$ cat src/rtl/ysyx_bus_rr_arbiter.sv
// N-client single-beat load/store arbiter onto one AXI4 master port.
// One transaction in flight at a time. The grant is round-robin or fixed-priority.
// Store data and strobes are placed on the correct bus lane.
// Load data is picked from the addressed lane.
module ysyx_bus_rr_arbiter #(
  parameter int unsigned NUM_M  = 2,
  parameter int unsigned ADDR_W = 32,
  parameter int unsigned DATA_W = 32,
  parameter int unsigned BUS_W  = 64,
  parameter int unsigned RR     = 1
) (
  input  logic                         clk,
  input  logic                         rst,
  // Client side
  input  logic [NUM_M-1:0]             req_valid,
  input  logic [NUM_M-1:0]             req_write,
  input  logic [NUM_M*ADDR_W-1:0]      req_addr,
  input  logic [NUM_M*DATA_W-1:0]      req_wdata,
  input  logic [NUM_M*(DATA_W/8)-1:0]  req_wstrb,
  output logic [NUM_M-1:0]             req_ready,
  output logic [NUM_M-1:0]             rsp_valid,
  output logic [DATA_W-1:0]            rsp_rdata,
  output logic                         rsp_err,
  // AXI4 AR
  output logic                         io_master_arvalid,
  input  logic                         io_master_arready,
  output logic [ADDR_W-1:0]            io_master_araddr,
  output logic [3:0]                   io_master_arid,
  output logic [7:0]                   io_master_arlen,
  output logic [2:0]                   io_master_arsize,
  output logic [1:0]                   io_master_arburst,
  // AXI4 R
  input  logic                         io_master_rvalid,
  output logic                         io_master_rready,
  input  logic [BUS_W-1:0]             io_master_rdata,
  input  logic [1:0]                   io_master_rresp,
  input  logic                         io_master_rlast,
  input  logic [3:0]                   io_master_rid,
  // AXI4 AW
  output logic                         io_master_awvalid,
  input  logic                         io_master_awready,
  output logic [ADDR_W-1:0]            io_master_awaddr,
  output logic [3:0]                   io_master_awid,
  output logic [7:0]                   io_master_awlen,
  output logic [2:0]                   io_master_awsize,
  output logic [1:0]                   io_master_awburst,
  // AXI4 W
  output logic                         io_master_wvalid,
  input  logic                         io_master_wready,
  output logic [BUS_W-1:0]             io_master_wdata,
  output logic [BUS_W/8-1:0]           io_master_wstrb,
  output logic                         io_master_wlast,
  // AXI4 B
  input  logic                         io_master_bvalid,
  output logic                         io_master_bready,
  input  logic [1:0]                   io_master_bresp,
  input  logic [3:0]                   io_master_bid
);

  localparam int unsigned STRB_W = DATA_W / 8;
  localparam int unsigned LANES  = BUS_W / DATA_W;
  localparam int unsigned IDX_W  = (NUM_M > 1) ? $clog2(NUM_M) : 1;
  localparam int unsigned OFF_W  = $clog2(STRB_W);
  localparam int unsigned SX_W   = STRB_W + 8;

  typedef enum logic [2:0] {StIdle, StAr, StR, StWr, StB} state_e;

  state_e              state_q, state_d;
  logic [IDX_W-1:0]    ptr_q, ptr_d;
  logic [IDX_W-1:0]    gnt_q, gnt_d;
  logic                write_q, write_d;
  logic [ADDR_W-1:0]   addr_q, addr_d;
  logic [DATA_W-1:0]   wdata_q, wdata_d;
  logic [STRB_W-1:0]   wstrb_q, wstrb_d;
  logic                aw_done_q, aw_done_d;
  logic                w_done_q, w_done_d;
  logic [NUM_M-1:0]    rsp_valid_q, rsp_valid_d;
  logic [DATA_W-1:0]   rsp_rdata_q, rsp_rdata_d;
  logic                rsp_err_q, rsp_err_d;

  // Arbitration and selected request fields
  logic                win_found;
  logic [IDX_W-1:0]    win_idx;
  logic                hi_found, lo_found;
  logic [IDX_W-1:0]    hi_idx, lo_idx;
  int unsigned         start;
  logic                sel_write;
  logic [ADDR_W-1:0]   sel_addr;
  logic [DATA_W-1:0]   sel_wdata;
  logic [STRB_W-1:0]   sel_wstrb;

  // Lane placement
  logic [ADDR_W-1:0]   off, lane;
  logic [DATA_W-1:0]   wdata_sh;
  logic [STRB_W-1:0]   strb_sh;
  logic [BUS_W/8-1:0]  bus_wstrb;
  logic [DATA_W-1:0]   rd_lane;
  logic [SX_W-1:0]     strb_ext;
  logic [2:0]          size;

  // rid/bid/rlast carry nothing we need with one transaction in flight
  logic unused_inputs;
  assign unused_inputs = ^{io_master_rlast, io_master_rid, io_master_bid};

  // Winner search: first valid at or above the start index, else the lowest valid (wrap)
  always_comb begin
    start     = (RR != 0) ? 32'(ptr_q) : 0;
    hi_found  = 1'b0;
    hi_idx    = '0;
    lo_found  = 1'b0;
    lo_idx    = '0;
    for (int unsigned i = 0; i < NUM_M; i++) begin
      if (!hi_found && req_valid[i] && (i >= start)) begin
        hi_found = 1'b1;
        hi_idx   = IDX_W'(i);
      end
      if (!lo_found && req_valid[i]) begin
        lo_found = 1'b1;
        lo_idx   = IDX_W'(i);
      end
    end
    win_found = hi_found | lo_found;
    win_idx   = hi_found ? hi_idx : lo_idx;
    sel_write = 1'b0;
    sel_addr  = '0;
    sel_wdata = '0;
    sel_wstrb = '0;
    for (int unsigned i = 0; i < NUM_M; i++) begin
      if (IDX_W'(i) == win_idx) begin
        sel_write = req_write[i];
        sel_addr  = req_addr[i*ADDR_W +: ADDR_W];
        sel_wdata = req_wdata[i*DATA_W +: DATA_W];
        sel_wstrb = req_wstrb[i*STRB_W +: STRB_W];
      end
    end
  end

  // Byte offset within a client word, lane within the bus word, and AXI size
  always_comb begin
    off      = addr_q & ADDR_W'(STRB_W - 1);
    lane     = (addr_q >> OFF_W) & ADDR_W'(LANES - 1);
    wdata_sh = wdata_q << {off, 3'b000};
    strb_sh  = wstrb_q << off;
    bus_wstrb = '0;
    rd_lane   = '0;
    for (int unsigned l = 0; l < LANES; l++) begin
      if (lane == ADDR_W'(l)) begin
        bus_wstrb[l*STRB_W +: STRB_W] = strb_sh;
        rd_lane = io_master_rdata[l*DATA_W +: DATA_W];
      end
    end
    strb_ext = SX_W'(wstrb_q);
    case (strb_ext)
      SX_W'(8'h01): size = 3'd0;
      SX_W'(8'h03): size = 3'd1;
      SX_W'(8'h0f): size = 3'd2;
      SX_W'(8'hff): size = 3'd3;
      default:      size = 3'($clog2(STRB_W));
    endcase
  end

  // Transaction FSM next state, request capture and response generation
  always_comb begin
    state_d     = state_q;
    ptr_d       = ptr_q;
    gnt_d       = gnt_q;
    write_d     = write_q;
    addr_d      = addr_q;
    wdata_d     = wdata_q;
    wstrb_d     = wstrb_q;
    aw_done_d   = aw_done_q;
    w_done_d    = w_done_q;
    rsp_valid_d = '0;
    rsp_rdata_d = rsp_rdata_q;
    rsp_err_d   = rsp_err_q;
    req_ready   = '0;
    case (state_q)
      StIdle: begin
        if (win_found) begin
          for (int unsigned i = 0; i < NUM_M; i++) begin
            if (IDX_W'(i) == win_idx) req_ready[i] = 1'b1;
          end
          gnt_d     = win_idx;
          write_d   = sel_write;
          addr_d    = sel_addr;
          wdata_d   = sel_wdata;
          wstrb_d   = sel_wstrb;
          aw_done_d = 1'b0;
          w_done_d  = 1'b0;
          state_d   = sel_write ? StWr : StAr;
          if (RR != 0) begin
            ptr_d = (win_idx == IDX_W'(NUM_M - 1)) ? '0 : win_idx + IDX_W'(1);
          end
        end
      end
      StAr: begin
        if (io_master_arready) state_d = StR;
      end
      StR: begin
        if (io_master_rvalid) begin
          for (int unsigned i = 0; i < NUM_M; i++) begin
            if (IDX_W'(i) == gnt_q) rsp_valid_d[i] = 1'b1;
          end
          rsp_rdata_d = rd_lane;
          rsp_err_d   = (io_master_rresp != 2'b00);
          state_d     = StIdle;
        end
      end
      StWr: begin
        aw_done_d = aw_done_q | (io_master_awvalid & io_master_awready);
        w_done_d  = w_done_q | (io_master_wvalid & io_master_wready);
        if (aw_done_d && w_done_d) state_d = StB;
      end
      StB: begin
        if (io_master_bvalid) begin
          for (int unsigned i = 0; i < NUM_M; i++) begin
            if (IDX_W'(i) == gnt_q) rsp_valid_d[i] = 1'b1;
          end
          rsp_rdata_d = '0;
          rsp_err_d   = (io_master_bresp != 2'b00);
          state_d     = StIdle;
        end
      end
      default: state_d = StIdle;
    endcase
  end

  // State registers with synchronous reset; reset abandons any transaction in flight
  always_ff @(posedge clk) begin
    if (rst) begin
      state_q     <= StIdle;
      ptr_q       <= '0;
      gnt_q       <= '0;
      write_q     <= 1'b0;
      addr_q      <= '0;
      wdata_q     <= '0;
      wstrb_q     <= '0;
      aw_done_q   <= 1'b0;
      w_done_q    <= 1'b0;
      rsp_valid_q <= '0;
      rsp_rdata_q <= '0;
      rsp_err_q   <= 1'b0;
    end else begin
      state_q     <= state_d;
      ptr_q       <= ptr_d;
      gnt_q       <= gnt_d;
      write_q     <= write_d;
      addr_q      <= addr_d;
      wdata_q     <= wdata_d;
      wstrb_q     <= wstrb_d;
      aw_done_q   <= aw_done_d;
      w_done_q    <= w_done_d;
      rsp_valid_q <= rsp_valid_d;
      rsp_rdata_q <= rsp_rdata_d;
      rsp_err_q   <= rsp_err_d;
    end
  end

  assign rsp_valid = rsp_valid_q;
  assign rsp_rdata = rsp_rdata_q;
  assign rsp_err   = rsp_err_q;

  assign io_master_arvalid = (state_q == StAr);
  assign io_master_araddr  = addr_q;
  assign io_master_arid    = 4'(gnt_q);
  assign io_master_arlen   = 8'd0;
  assign io_master_arsize  = size;
  assign io_master_arburst = 2'b01;
  assign io_master_rready  = (state_q == StR);

  assign io_master_awvalid = (state_q == StWr) && !aw_done_q;
  assign io_master_awaddr  = addr_q;
  assign io_master_awid    = 4'(gnt_q);
  assign io_master_awlen   = 8'd0;
  assign io_master_awsize  = size;
  assign io_master_awburst = 2'b01;
  assign io_master_wvalid  = (state_q == StWr) && !w_done_q;
  assign io_master_wdata   = {LANES{wdata_sh}};
  assign io_master_wstrb   = bus_wstrb;
  assign io_master_wlast   = 1'b1;
  assign io_master_bready  = (state_q == StB);

  // write_q is kept for observability of the captured request type
  logic unused_write;
  assign unused_write = write_q;

endmodule

$ cat config.mk
export PLATFORM = sky130hd
export DESIGN_NAME = ysyx_bus_rr_arbiter
export DESIGN_NICKNAME = d
export VERILOG_FILES = /design/src/rtl/ysyx_bus_rr_arbiter.sv
export SDC_FILE = /design/constraint.sdc
export NUM_CORES = 1
export LEC_CHECK = 0
export BUFFER_PORTS_ARGS = -buffer_cell sky130_fd_sc_hd__buf_4
export CORE_AREA = 10 10 161 163
export CTS_CLUSTER_SIZE = 28
export DETAILED_ROUTE_END_ITERATION = 16
export DIE_AREA = 0 0 171 173
export MAX_ROUTING_LAYER = met4
export SLEW_MARGIN = 20
export SYNTH_ARGS = -nofsm -noshare
export SYNTH_HDL_FRONTEND = slang
export SYNTH_SLANG_ARGS = --single-unit
$ cat constraint.sdc
create_clock -name clk -period 2.15 [get_ports clk]
set_clock_uncertainty 0.2 [all_clocks]
set_input_delay 0.1075 -clock clk [delete_from_list [all_inputs] [get_ports clk]]
set_output_delay 0.1075 -clock clk [all_outputs]
set_load 0.05 [all_outputs]
Word level (Yosys, flattened, before mapping)
Cells that the tools add are included.
- add/sub/neg operators: 1
- $mul: 0
- div/mod/pow operators: 0
- magnitude comparators: 1
- eq/ne operators: 11
- shift-type cells: 2
- muxes and demuxes: 42
- bitwise gates (word level): 5
- reductions and logical operators: 20
- operators by type and width (kind ; count):
    $mux 32 ; 6
    $pmux 32 s2 ; 1
    $logic_not 32->1 ; 1
    $shl 32x5->32 ; 1
    $mux 1 ; 16
    $mux 3 ; 5
    $pmux 3 s5 ; 1
    $mux 4 ; 3
    $mux 2 ; 5
    $ne 2x2->1 const B ; 4
    $pmux 2 s2 ; 2
    $reduce_bool 2->1 ; 4
    $eq 3x2->1 const B ; 2
    $logic_and 1x1->1 ; 6
    $pmux 1 s2 ; 3
    $reduce_and 5->1 ; 1
    $eq 4x1->1 const B ; 1
    $eq 4x2->1 const B ; 1
    $logic_not 1->1 ; 4
    $reduce_and 2->1 ; 2
    $shl 4x2->4 ; 1
    $eq 3x1->1 const B ; 1
    $eq 3x3->1 const B ; 1
    $logic_not 3->1 ; 1
    6 further kinds ; 9
- flip-flop bits (word level): 110
- latch bits: 0
- RAM bits: 0
- bits in read-only memories: 0
- input bits: 224
- output and inout bits: 213
- word-level logic and storage cells: 93
- memories kept: 0

Logic depth before layout (Yosys ltp)
Gate-level depths: netlist of run 1.
- depth after elaboration: 11
- depth in mapped cells: 8
- gate-level depth less buffers: 4

Worst setup path after synthesis of run 1
Ideal clock, no wire load.
- kind: flip-flop to output port
- start point: reg addr_q[1] (netlist: io_master_araddr[1])
- end point: out io_master_wdata[48]
- data arrival time: 2.842 ns
- data required time: 1.842 ns
- path slack: -0.999 ns
- stages on the path, launching flop included: 5
- path buffers: 2
- path through: dfxtp_1 buf_1 mux2i_1 o21ai_0 buf_4
- longest elaborated chain between the ends: 1
- RTL lines (what ; line ; RTL):
    start: declaration ; 72 ; logic [ADDR_W-1:0] addr_q, addr_d;
    start signal: assignment ; 248 ; addr_q <= addr_d;
    $shl 32x5->32 ; 142 ; wdata_sh = wdata_q << {off, 3'b000};
    end: declaration ; 50 ; output logic [BUS_W-1:0] io_master_wdata,
Every way passes these cells.

Worst setup path in the final report of run 1
- start point: reg addr_q[2] (netlist: io_master_araddr[2])
- end point: reg rsp_rdata_q[20] (netlist: rsp_rdata[20])
- longest elaborated chain between the ends: 5
- RTL lines (what ; line ; RTL):
    $logic_not 32->1 ; 147 ; if (lane == ADDR_W'(l)) begin
    $mux 32 ; 147 ;
    $mux 32 * ; 147 ;
    $mux 32 * ; 200 ; if (io_master_rvalid) begin
    $pmux 32 s2 * ; 177 ; case (state_q)
    end signal: assignment ; 254 ; rsp_rdata_q <= rsp_rdata_d;
    end: declaration ; 78 ; logic [DATA_W-1:0] rsp_rdata_q, rsp_rdata_d;
Every way passes the cells marked *; elsewhere a longest branch is shown, timed or not. The select of a mux whose other input is x is not followed.
A chain may end at the register's enable or synchronous reset.

==> run metrics, run 1 <==
status finished clean; RSZ-0062 raised after global routing yes; die footprint between 20000 and 30000 µm²; Clock Tree Root clkbuf_16; worst-path maximum fanout 33; commonest non-fill, non-tap cells in the layout buf_4, dlygate4sd3_1, dfxtp_1; global route overflow 0; vias in the first global route 7761; Post-DP HPWL 21550 µm; library cells used by synthesis 35; Die Wd 171 µm; cell row count 55; clock slew at reported path FFs 90 ps; Post-Syn Area 6028 µm²; total track usage 0.1975; largest net degree at the start of global routing 66; Slew Viols, Final 0; fmax 0.4842 GHz; Avg WL per Cell 20.05 µm; area added between synthesis and finish 89.81%; DRT Pass-1 Iters 5; Max Cap Violations 0; Seq/Total Area, Yosys 0.3653; Synth Register Bits 110; Fin. Hold Viols 0; yosys warns 0; Post-Syn Instances 715; Initial Utilization 0.2671; placeable core region roughly 23000 µm²; Worst-Margin Slew 584.5 ps; CTS buffer count 9; commonest non-fill, non-tap cell in the layout buf_4; initial antenna violation count 1; global placer's final weighted congestion roughly 0.84; clk sink count 110; WP data arrival roughly 2200 ps; relative slew slack 0.6103; vias per inst 4.736; syn avg cell area 8.431 µm²; dpl ws 192.9 ps; Pwr Total 0.009085 W; final worst slack 84.71 ps; I/O Buffers 398; Pleak 5.072 nW; H-tree lvl count 3; Post-CTS Setup Bufs 0; Crit Path Class reg2reg; nets 1451; PD cells around 790 nW/µm²; clock tree from TritonCTS built; via count of the routed design approximately 7000; CP Capture Type flip-flop; Clock Tree Buf Depth 2; DRC Markers 0; Worst Path Required 2240 ps; die height 173 µm; first-pass GRT wire length between 40000 and 50000 µm; drt initial violations 497; nature of the critical path startpoint flip-flop; Tcrit/Tclk final 0.9606; Worst VDD drop 0.4387 mV; fraction of layout cells with a size suffix above 1 0.4018; WL final 30430 µm; Setup-failing EPs final 0; Worst-Skew Late Latency 350 ps; worst min-delay path class in2reg; post-route antenna net violation count 0; I/O pin count 437; fin crit period 2065 ps
[worst max-delay path, stage by stage, from the launching register on]
cell and delay, ps:
dfxtp_2 360, buf_12 230, mux2i_1 140, dlygate4sd3_1 580
or3_1 310, a21oi_1 140
[area by class of cell]
class | count | area [µm²]
flip-flops and latches | 110 | 2208
clock buffers | 10 | 239.0
clock inverters | 6 | 51.30
repair buffers | 629 | 5321
diodes | 1 | 2.502
multi-input cells | 475 | 3256
well taps | 285 | 356.6
inverters | 2 | 7.507
fillers | 2022 | 11130
[synth_stat cells]
master | count | area [µm²]
buf_6 | 2 | 22.52
o22ai_1 | 1 | 6.260
buf_4 | 100 | 750.7
nor3b_1 | 3 | 22.52
nor2_1 | 19 | 71.32
buf_1 | 7 | 26.28
clkbuf_2 | 2 | 10.01
nand2b_1 | 2 | 12.51
and3b_1 | 1 | 8.760
a2111oi_4 | 1 | 27.53
nor3b_2 | 1 | 12.51
conb_1 | 2 | 7.510
nor2b_1 | 18 | 112.6
a311o_1 | 1 | 10.01
a211o_1 | 1 | 8.760
and3_1 | 3 | 18.77
a21boi_0 | 1 | 7.510
a21oi_1 | 50 | 250.2
o21ai_0 | 46 | 230.2
clkbuf_1 | 35 | 131.4
mux2i_1 | 50 | 500.5
dfxtp_1 | 110 | 2202
a221o_1 | 31 | 310.3
a22oi_1 | 37 | 277.8
or3_1 | 34 | 212.7
a21o_1 | 2 | 15.01
or3_4 | 1 | 11.26
and2_1 | 42 | 262.8
nand2_1 | 82 | 307.8
inv_1 | 2 | 7.510
a211oi_1 | 10 | 75.07
nor3_1 | 4 | 20.02
nand3b_1 | 3 | 22.52
buf_2 | 9 | 45.04
o21ai_1 | 2 | 10.01
[metal layers]
metal / GRT usage / vias up / wire length (µm)
li1: - / 3404 / -
met1: 0.2050 / 3385 / 11480
met2: 0.3490 / 366 / 15530
met3: 0.05511 / 34 / 2665
met4: 0.06669 / 0 / 758
met5: - / - / 0
[power breakdown]
group | switching [W] | internal [W]
registers | 0.000255 | 0.00228
logic | 0.00310 | 0.00174
clock network | 0.000868 | 0.000843
[sequential cells by signal, summed over array words and instances (netlist names)]
name,cells
gnt_q,1
rsp_valid,2
rsp_err,1
io_master_araddr,32
w_done_q,1
wdata_q,32
wstrb_q,4
rsp_rdata,32
state_q,3
aw_done_q,1
ptr_q,1
[per-stage QoR]
stage,hold slack [ps],TNS [ps],area (µm²),utilization,std cells
final,28.42,0,11440,0.5069,1518
after global placement,102.2,0,9079,0.4022,1301
after CTS,2.970,0,11410,0.5054,1517
after floorplan,16.12,-44.02,6396,-,742
after global routing,46.76,-5.176,11440,0.5069,1518
after detailed placement,107.6,0,9079,0.4022,1301
[logic make-up after synthesis]
| logic type | share of synthesized area |
|---|---|
| AO/OA/AOI/OAI | 0.2038 |
| buffers and inverters | 0.1648 |
| flip-flops | 0.3653 |
| multiplexers | 0.08302 |
| other | 0.001246 |
| AND/OR/NAND/NOR | 0.1818 |
[worst paths after layout]
kind / from / end / slack [ps] / cells past startpoint
setup / recovery: io_master_araddr[2]$_SDFFE_PP0P_ / rsp_rdata[20]$_SDFFE_PP0P_ / 80 / 5
hold / removal: io_master_rdata[49] / rsp_rdata[17]$_SDFFE_PP0P_ / 30 / 4
setup reg to reg: io_master_araddr[2]$_SDFFE_PP0P_ / rsp_rdata[20]$_SDFFE_PP0P_ / 80 / 5
hold reg to reg: rsp_rdata[12]$_SDFFE_PP0P_ / rsp_rdata[12]$_SDFFE_PP0P_ / 250 / 2
[repair_timing]
action	4_1_cts	5_1_grt
gates resized for setup	10	7
setup endpoints to repair	33	13
cloned	0	0
hold buffers	200	0
hold endpoints to repair	103	0
Note: power is estimated with default switching activity, not from simulation.
==> inputs of run 2 (changes only) <==
--- a/config.mk
+++ b/config.mk
@@ -5,11 +5,12 @@
 export SDC_FILE = /design/constraint.sdc
 export NUM_CORES = 1
 export LEC_CHECK = 0
+export ABC_AREA = 1
 export BUFFER_PORTS_ARGS = -buffer_cell sky130_fd_sc_hd__buf_4
-export CORE_AREA = 10 10 161 163
+export CORE_AREA = 10 10 163 165
 export CTS_CLUSTER_SIZE = 28
 export DETAILED_ROUTE_END_ITERATION = 16
-export DIE_AREA = 0 0 171 173
+export DIE_AREA = 0 0 173 175
 export MAX_ROUTING_LAYER = met4
 export SLEW_MARGIN = 20
 export SYNTH_ARGS = -nofsm -noshare
==> run 2 against run 1 <==
Effect of this change: sequential power increased by 18%; register-to-register slack improved by 40 ps; cell count rose by 20%; maximum frequency down 2.2%; largest cell class unchanged; via count up 15%; combinational power is 110% higher; critical path type is now reg2out; sequential share of layout area is 0.41 points lower; setup slack lost 46 ps; sequential cell count did not move; worst hold slack worse by 14 ps; clock power decreased by 4%; core utilization is 0.39 points lower.
==> run metrics, run 2 <==
clock slew at reported path FFs 80 ps (about the same); worst setup path startpoint io_master_araddr[0]$_SDFFE_PP0P_; clk sink count 110 (unchanged); Seq/Total Area, Yosys 0.3467 (-0.01857); cell row count 56 (+1.8%); area leader, netlist dfxtp_1; DRT Pass-1 Iters 5 (unchanged); top_reg_cell synth dfxtp_1; Worst Path Required 1840 ps (-400 ps); Die Wd 173 µm (+1.2%); placeable core region 23260 µm² (+3.1%); nets 1722 (+19%); Tcrit/Tclk final 0.9822 (+0.02157); Clock Tree Buf Depth 2 (unchanged); Worst-Margin Slew 632.4 ps (+47.88 ps); fraction of layout cells with a size suffix above 1 0.3327 (-0.06912); Slew Viols, Final 0 (unchanged); total track usage 0.2081 (+0.01064); fin crit period 2112 ps (+46.37 ps); yosys warns 0 (unchanged); Reg area 2211 µm² (+0.11%); Pwr Total 0.01477 W (+63%); library cells used by synthesis 31 (-11%); Max Cap Violations 0 (unchanged); RSZ-0062 raised after global routing yes; H-tree lvl count 3 (unchanged); commonest non-fill, non-tap cells in the layout buf_4, nand2_1, dlygate4sd3_1; initial antenna violation count 7 (+6); Fin. Hold Viols 0 (unchanged); via count of the routed design 8256 (+15%); Synth Register Bits 110 (unchanged); Setup-failing EPs final 0 (unchanged); final worst slack 38.34 ps (-46.37 ps); dpl ws 177.8 ps (-15.09 ps); fmax 0.4736 GHz (-2.2%); Worst-Skew Late Latency 350 ps (about the same); global route overflow 0 (unchanged); Post-Syn Instances 984 (+38%); first-pass GRT wire length 48830 µm (+9.1%); largest net degree at the start of global routing 58 (-12%); number of synthesized flops with an enable pin 0 (unchanged); die footprint 30280 µm² (+2.3%); die height 175 µm (+1.2%); I/O pin count 437 (unchanged); CTS buffer count 9 (unchanged); WP data arrival 1800 ps (-360 ps); Final Instance Count excl. Fillers 1829 (+20%); worst-path maximum fanout 11 (-67%); Avg WL per Cell 17.81 µm (-11%); R2R Path Start state_q[1]$_SDFFE_PP0P_; Multi-input gate area 3222 µm² (-1.0%); commonest non-fill, non-tap cell in the layout buf_4; relative slew slack 0.5739 (-0.03637); worst min-delay path class in2reg; Filler cells 2219 (+9.7%); Pleak 5.675 nW (+12%); syn avg cell area 6.454 µm² (-23%); global placer's final weighted congestion 0.8870 (+5.4%); Crit Path Class reg2out; drt initial violations 472 (-5.0%); commonest cells in the synthesized netlist nand2_1, dfxtp_1, nand3_1; hold wc startpoint req_write[1]; most common cell in the netlist nand2_1; CP Capture Type primary output; hold slack final 14.47 ps (-13.96 ps); Clock Tree Root clkbuf_16; nature of the critical path startpoint flip-flop; clock tree from TritonCTS built; DRC Markers 0 (unchanged); Initial Utilization 0.2730 (+0.005947); Worst VDD drop 1.045 mV (+140%); ranking of synthesized cells by area dfxtp_1, nand2_1, buf_4, nand3_1, a21oi_1; asr flop ratio synth 0 (unchanged); vias in the first global route 8495 (+9.5%); status finished clean; post-route antenna net violation count 0 (unchanged); top-area cell type share of the netlist area 0.3467 (-0.01857); vias per inst 4.514 (-4.7%); Post-Syn Area 6351 µm² (+5.4%); PD cells 1262 nW/µm² (+59%); I/O Buffers 398 (unchanged); Final Core Density 0.5030 (-0.003917); Post-DP HPWL 23450 µm (+8.8%); WL final 32570 µm (+7.0%); dpl cells 1597 (+23%); area added between synthesis and finish 84.24%
run 2: cell types whose count changed after synthesis, sizes merged, moves of 39 or more:
cell   previous run  this run
and2             42         0
inv               2        58
mux2i            50         0
nand2            82       331
nand3             0       107
nor2             19        58
run 2: where the power goes:
group	total [W]	switching (W)	leakage (nW)	internal, W
Combinational	0.0101	0.00702	4.64	0.00311
Clock	0.00165	0.000848	0.134	0.000799
Sequential	0.00299	0.000452	0.903	0.00254
Total	0.0148	0.00832	5.67	0.00645
run 2: worst paths after layout:
kind | slack (ps) | end | cells after the start
worst max-delay path | 40 | io_master_wdata[15] | 4
worst min-delay path | 10 | state_q[1]$_SDFFE_PP0P_ | 7
worst max register to register | 120 | io_master_araddr[4]$_SDFFE_PP0P_ | 9
worst min register to register | 270 | rsp_rdata[3]$_SDFFE_PP0P_ | 2
run 2: area by class of cell:
| cell class | instances | area share |
|---|---|---|
| Antenna cell | 7 | 0.001497 |
| Clock buffer | 10 | 0.01957 |
| Clock inverter | 6 | 0.003743 |
| Inverter | 58 | 0.01861 |
| Multi-Input combinational cell | 686 | 0.2753 |
| Sequential cell | 110 | 0.1889 |
| Tap cell | 319 | 0.03411 |
| Timing Repair Buffer | 633 | 0.4582 |
run 2: cells by family (layout without fill, tap and decap cells):
| logic type | after synthesis | in the layout | synth area share |
|---|---|---|---|
| other cells | 2 | 36 | 0.001182 |
| compound gates | 154 | 154 | 0.1318 |
| flops | 110 | 110 | 0.3467 |
| buf+inv | 215 | 707 | 0.1927 |
| simple gates | 503 | 503 | 0.3276 |
run 2: through the flow:
stage	TNS (ps)	instance area, µm²
after floorplan	-700.4	6650
final	0	11700
after CTS	0	11630
after detailed placement	0	9275
after global routing	-4.595	11700
after global placement	0	9275
run 2: layer usage:
layer  routed length, µm  part of all wire  global-route usage  vias up
met5                   0                 0                   -        -
met4                 583             0.018             0.05929        0
met3                2225             0.068             0.05109       30
met2               16400              0.50              0.3606      367
met1               13360              0.41              0.2341     3792
li1                    -                 -                   -     4067
run 2: repair_timing:
item                                    CTS  global route
resized for setup                         1            12
hold buffers                            206             0
pin swaps                                 1             0
buffers inserted                          3             0
endpoints found under the hold margin   104             0
endpoints found under the setup margin    4            38
run 2: worst max-delay path, stage by stage (launching register included):
cell and delay, ps:
dfxtp_4 400, buf_4 180, o21ai_0 520, nor2_2 120, buf_4 230
==> inputs of run 3 (changes only) <==
--- a/config.mk
+++ b/config.mk
@@ -7,10 +7,10 @@
 export LEC_CHECK = 0
 export ABC_AREA = 1
 export BUFFER_PORTS_ARGS = -buffer_cell sky130_fd_sc_hd__buf_4
-export CORE_AREA = 10 10 163 165
+export CORE_AREA = 10 10 160 162
 export CTS_CLUSTER_SIZE = 28
 export DETAILED_ROUTE_END_ITERATION = 16
-export DIE_AREA = 0 0 173 175
+export DIE_AREA = 0 0 170 172
 export MAX_ROUTING_LAYER = met4
 export SLEW_MARGIN = 20
 export SYNTH_ARGS = -nofsm -noshare
==> constraint.sdc (replaced) <==
create_clock -name clk -period 2.55 [get_ports clk]
set_clock_uncertainty 0.2 [all_clocks]
set_input_delay 0.1275 -clock clk [delete_from_list [all_inputs] [get_ports clk]]
set_output_delay 0.1275 -clock clk [all_outputs]
set_load 0.05 [all_outputs]
==> run 3 against run 2 <==
Effect of this change: global-route usage decreased by 0.33 points; worst hold slack improved by 30 ps; die area decreased by 3.4%; design area down 2.3%; setup slack improved by 120 ps; clock power is 9% lower.
==> run metrics, run 3 (synthesized netlist as in run 2, its figures left out) <==
fin area 11430 µm² (-2.3%); Post-DP HPWL 22840 µm (-2.6%); worst setup path startpoint state_q[1]$_SDFFE_PP0P_; Tcrit/Tclk final 0.9384; nets 1715 (-0.41%); Die Wd 170 µm (-1.7%); Avg WL per Cell 17.38 µm (-2.4%); initial antenna violation count 2 (-5); DRC Markers 0 (unchanged); CTS buffer count 9 (unchanged); R2R Path Start state_q[1]$_SDFFE_PP0P_; DRT Pass-1 Iters 6 (+1); I/O Buffers 398 (unchanged); Cell Int Power 0.005433 W (-16%); cell row count 55 (-1.8%); Worst-Skew Late Latency 350 ps (about the same); clk sink count 110 (unchanged); critical path, cell by cell inv_2 -> nand2_2 -> nor2_4 -> o21ai_4 -> nor3_4 -> buf_6 -> nand2_1 -> nand2_1 -> dlygate4sd3_1; Setup-failing EPs final 0 (unchanged); total track usage 0.2048 (-0.003330); die height 172 µm (-1.7%); first-pass GRT wire length 46330 µm (-5.1%); largest net degree at the start of global routing 49 (-16%); I/O pin count 437 (unchanged); Crit Path Class reg2reg; nature of the critical path startpoint flip-flop; Switch Pwr 0.006811 W (-18%); CP Capture Type flip-flop; Filler cells 2138 (-3.7%); commonest non-fill, non-tap cell in the layout buf_4; Buf+Inv Stages, Crit Path 3 (+1); Initial Utilization 0.2840 (+0.01095); Clock Tree Root clkbuf_16; post-route antenna net violation count 0 (unchanged); Worst-Margin Slew 708.4 ps (+75.98 ps); relative slew slack 0.5270 (-0.04688); vias per inst 4.569 (+1.2%); worst-path maximum fanout 21 (+10); WP data arrival 2480 ps (+680 ps); drt initial violations 425 (-10%); Sequential Power Share 0.201 (about the same); Max Cap Violations 0 (unchanged); fraction of layout cells with a size suffix above 1 0.3148 (-0.01783); area added between synthesis and finish 79.98%; clock slew at reported path FFs 80 ps (about the same); sw frac 0.5563 (-0.007200); RSZ-0062 raised after global routing no; Worst VDD drop 0.8078 mV (-23%); hold wc startpoint io_master_rvalid; global placer's final weighted congestion 0.8726 (-1.6%); placeable core region 22370 µm² (-3.9%); Final Core Density 0.5111 (+0.008093); status finished clean; WL final 31010 µm (-4.8%); Placed Area 9029 µm² (-2.7%); combinational group share of total power 0.676 (-0.010); Crit path max-delay family buffers and inverters; largest stage delay on the critical path 560 ps (+40 ps); commonest non-fill, non-tap cells in the layout buf_4, nand2_1, dlygate4sd3_1; via count of the routed design 8151 (-1.3%); PD cells 1071 nW/µm² (-15%); Pwr Total 0.01224 W (-17%); fmax roughly 0.42 GHz; power share of the clock group 0.122 (+0.010); fin crit period approximately 2400 ps; Clock Tree Buf Depth 2 (unchanged); Top cell by count, worst path nand2_1; Slew Viols, Final 0 (unchanged); global route overflow 0 (unchanged); worst min-delay path class in2reg; clock tree from TritonCTS built; die footprint 29240 µm² (-3.4%); Pleak 5.640 nW (-0.61%); H-tree lvl count 3 (unchanged); Worst Path Required 2640 ps (+800 ps); Slowest cell on crit path dlygate4sd3_1; vias in the first global route 8395 (-1.2%); Fin. Hold Viols 0 (unchanged)
[run 3: changes by cell type in the layout (fill, tap and decap cells not counted), sizes merged]
cell	change
diode	-4
inv	-1
buf	-8
bufinv	+1
dlygate4sd3	+1
[run 3: final timing paths]
path / end / slack (ps) / depth (start not counted)
worst min register to register: rsp_rdata[12]$_SDFFE_PP0P_ / 270 / 2
worst max register to register: io_master_araddr[23]$_SDFFE_PP0P_ / 160 / 9
worst max-delay path: io_master_araddr[23]$_SDFFE_PP0P_ / 160 / 9
worst min-delay path: rsp_rdata[19]$_SDFFE_PP0P_ / 40 / 5
[run 3: cell type report]
type                    count  area (µm²)  area share
diodes                      3       7.507   0.0006567
flip-flops and latches    110        2203      0.1928
clock buffers              10       239.0     0.02091
repair buffers            626        5250      0.4593
inverters                  58       217.7     0.01905
multi-input cells         686        3088      0.2701
well taps                 285       356.6     0.03120
clock inverters             6       68.82    0.006020
[run 3: worst reg2reg max path: stages (launching register included)]
cell	delay, ps
dfxtp_1	370
inv_2	120
nand2_2	70
nor2_4	150
o21ai_4	210
nor3_4	270
buf_6	230
nand2_1	80
nand2_1	80
dlygate4sd3_1	560
[run 3: power groups by stage]
| stage | clock [W] | combinational [W] | sequential (W) |
|---|---|---|---|
| floorplan | 0 | 0.00520 | 0.00314 |
| global placement | 0 | 0.00777 | 0.00249 |
| detailed placement | 0 | 0.00779 | 0.00250 |
| CTS | 0.00155 | 0.00828 | 0.00247 |
| global route | 0.00160 | 0.00877 | 0.00252 |
| finish | 0.00150 | 0.00828 | 0.00247 |
[run 3: metrics by stage]
step | worst slack, ps | std cells | hold slack (ps) | TNS (ps)
after floorplan | -316.4 | 1011 | 37.72 | -2877
after global placement | 520.3 | 1557 | 124.9 | 0
after detailed placement | 462.7 | 1557 | 126.0 | 0
final | 157.0 | 1784 | 44.11 | 0
after CTS | 64.57 | 1780 | 34.55 | 0
after global routing | 5.441 | 1783 | 51.89 | 0
[run 3: routing by layer]
layer | wire [µm] | vias to the layer above | GRT usage
li1 | - | 4037 | -
met1 | 12340 | 3769 | 0.2207
met2 | 15600 | 319 | 0.3584
met3 | 2556 | 26 | 0.06475
met4 | 505 | 0 | 0.05378
met5 | 0 | - | -
[run 3: what timing repair did]
| item | in CTS | in global routing |
|---|---|---|
| setup endpoints to repair | 0 | 14 |
| buffers inserted | 0 | 1 |
| hold buffers | 207 | 0 |
| gates resized for setup | 0 | 2 |
| endpoints found under the hold margin | 104 | 0 |
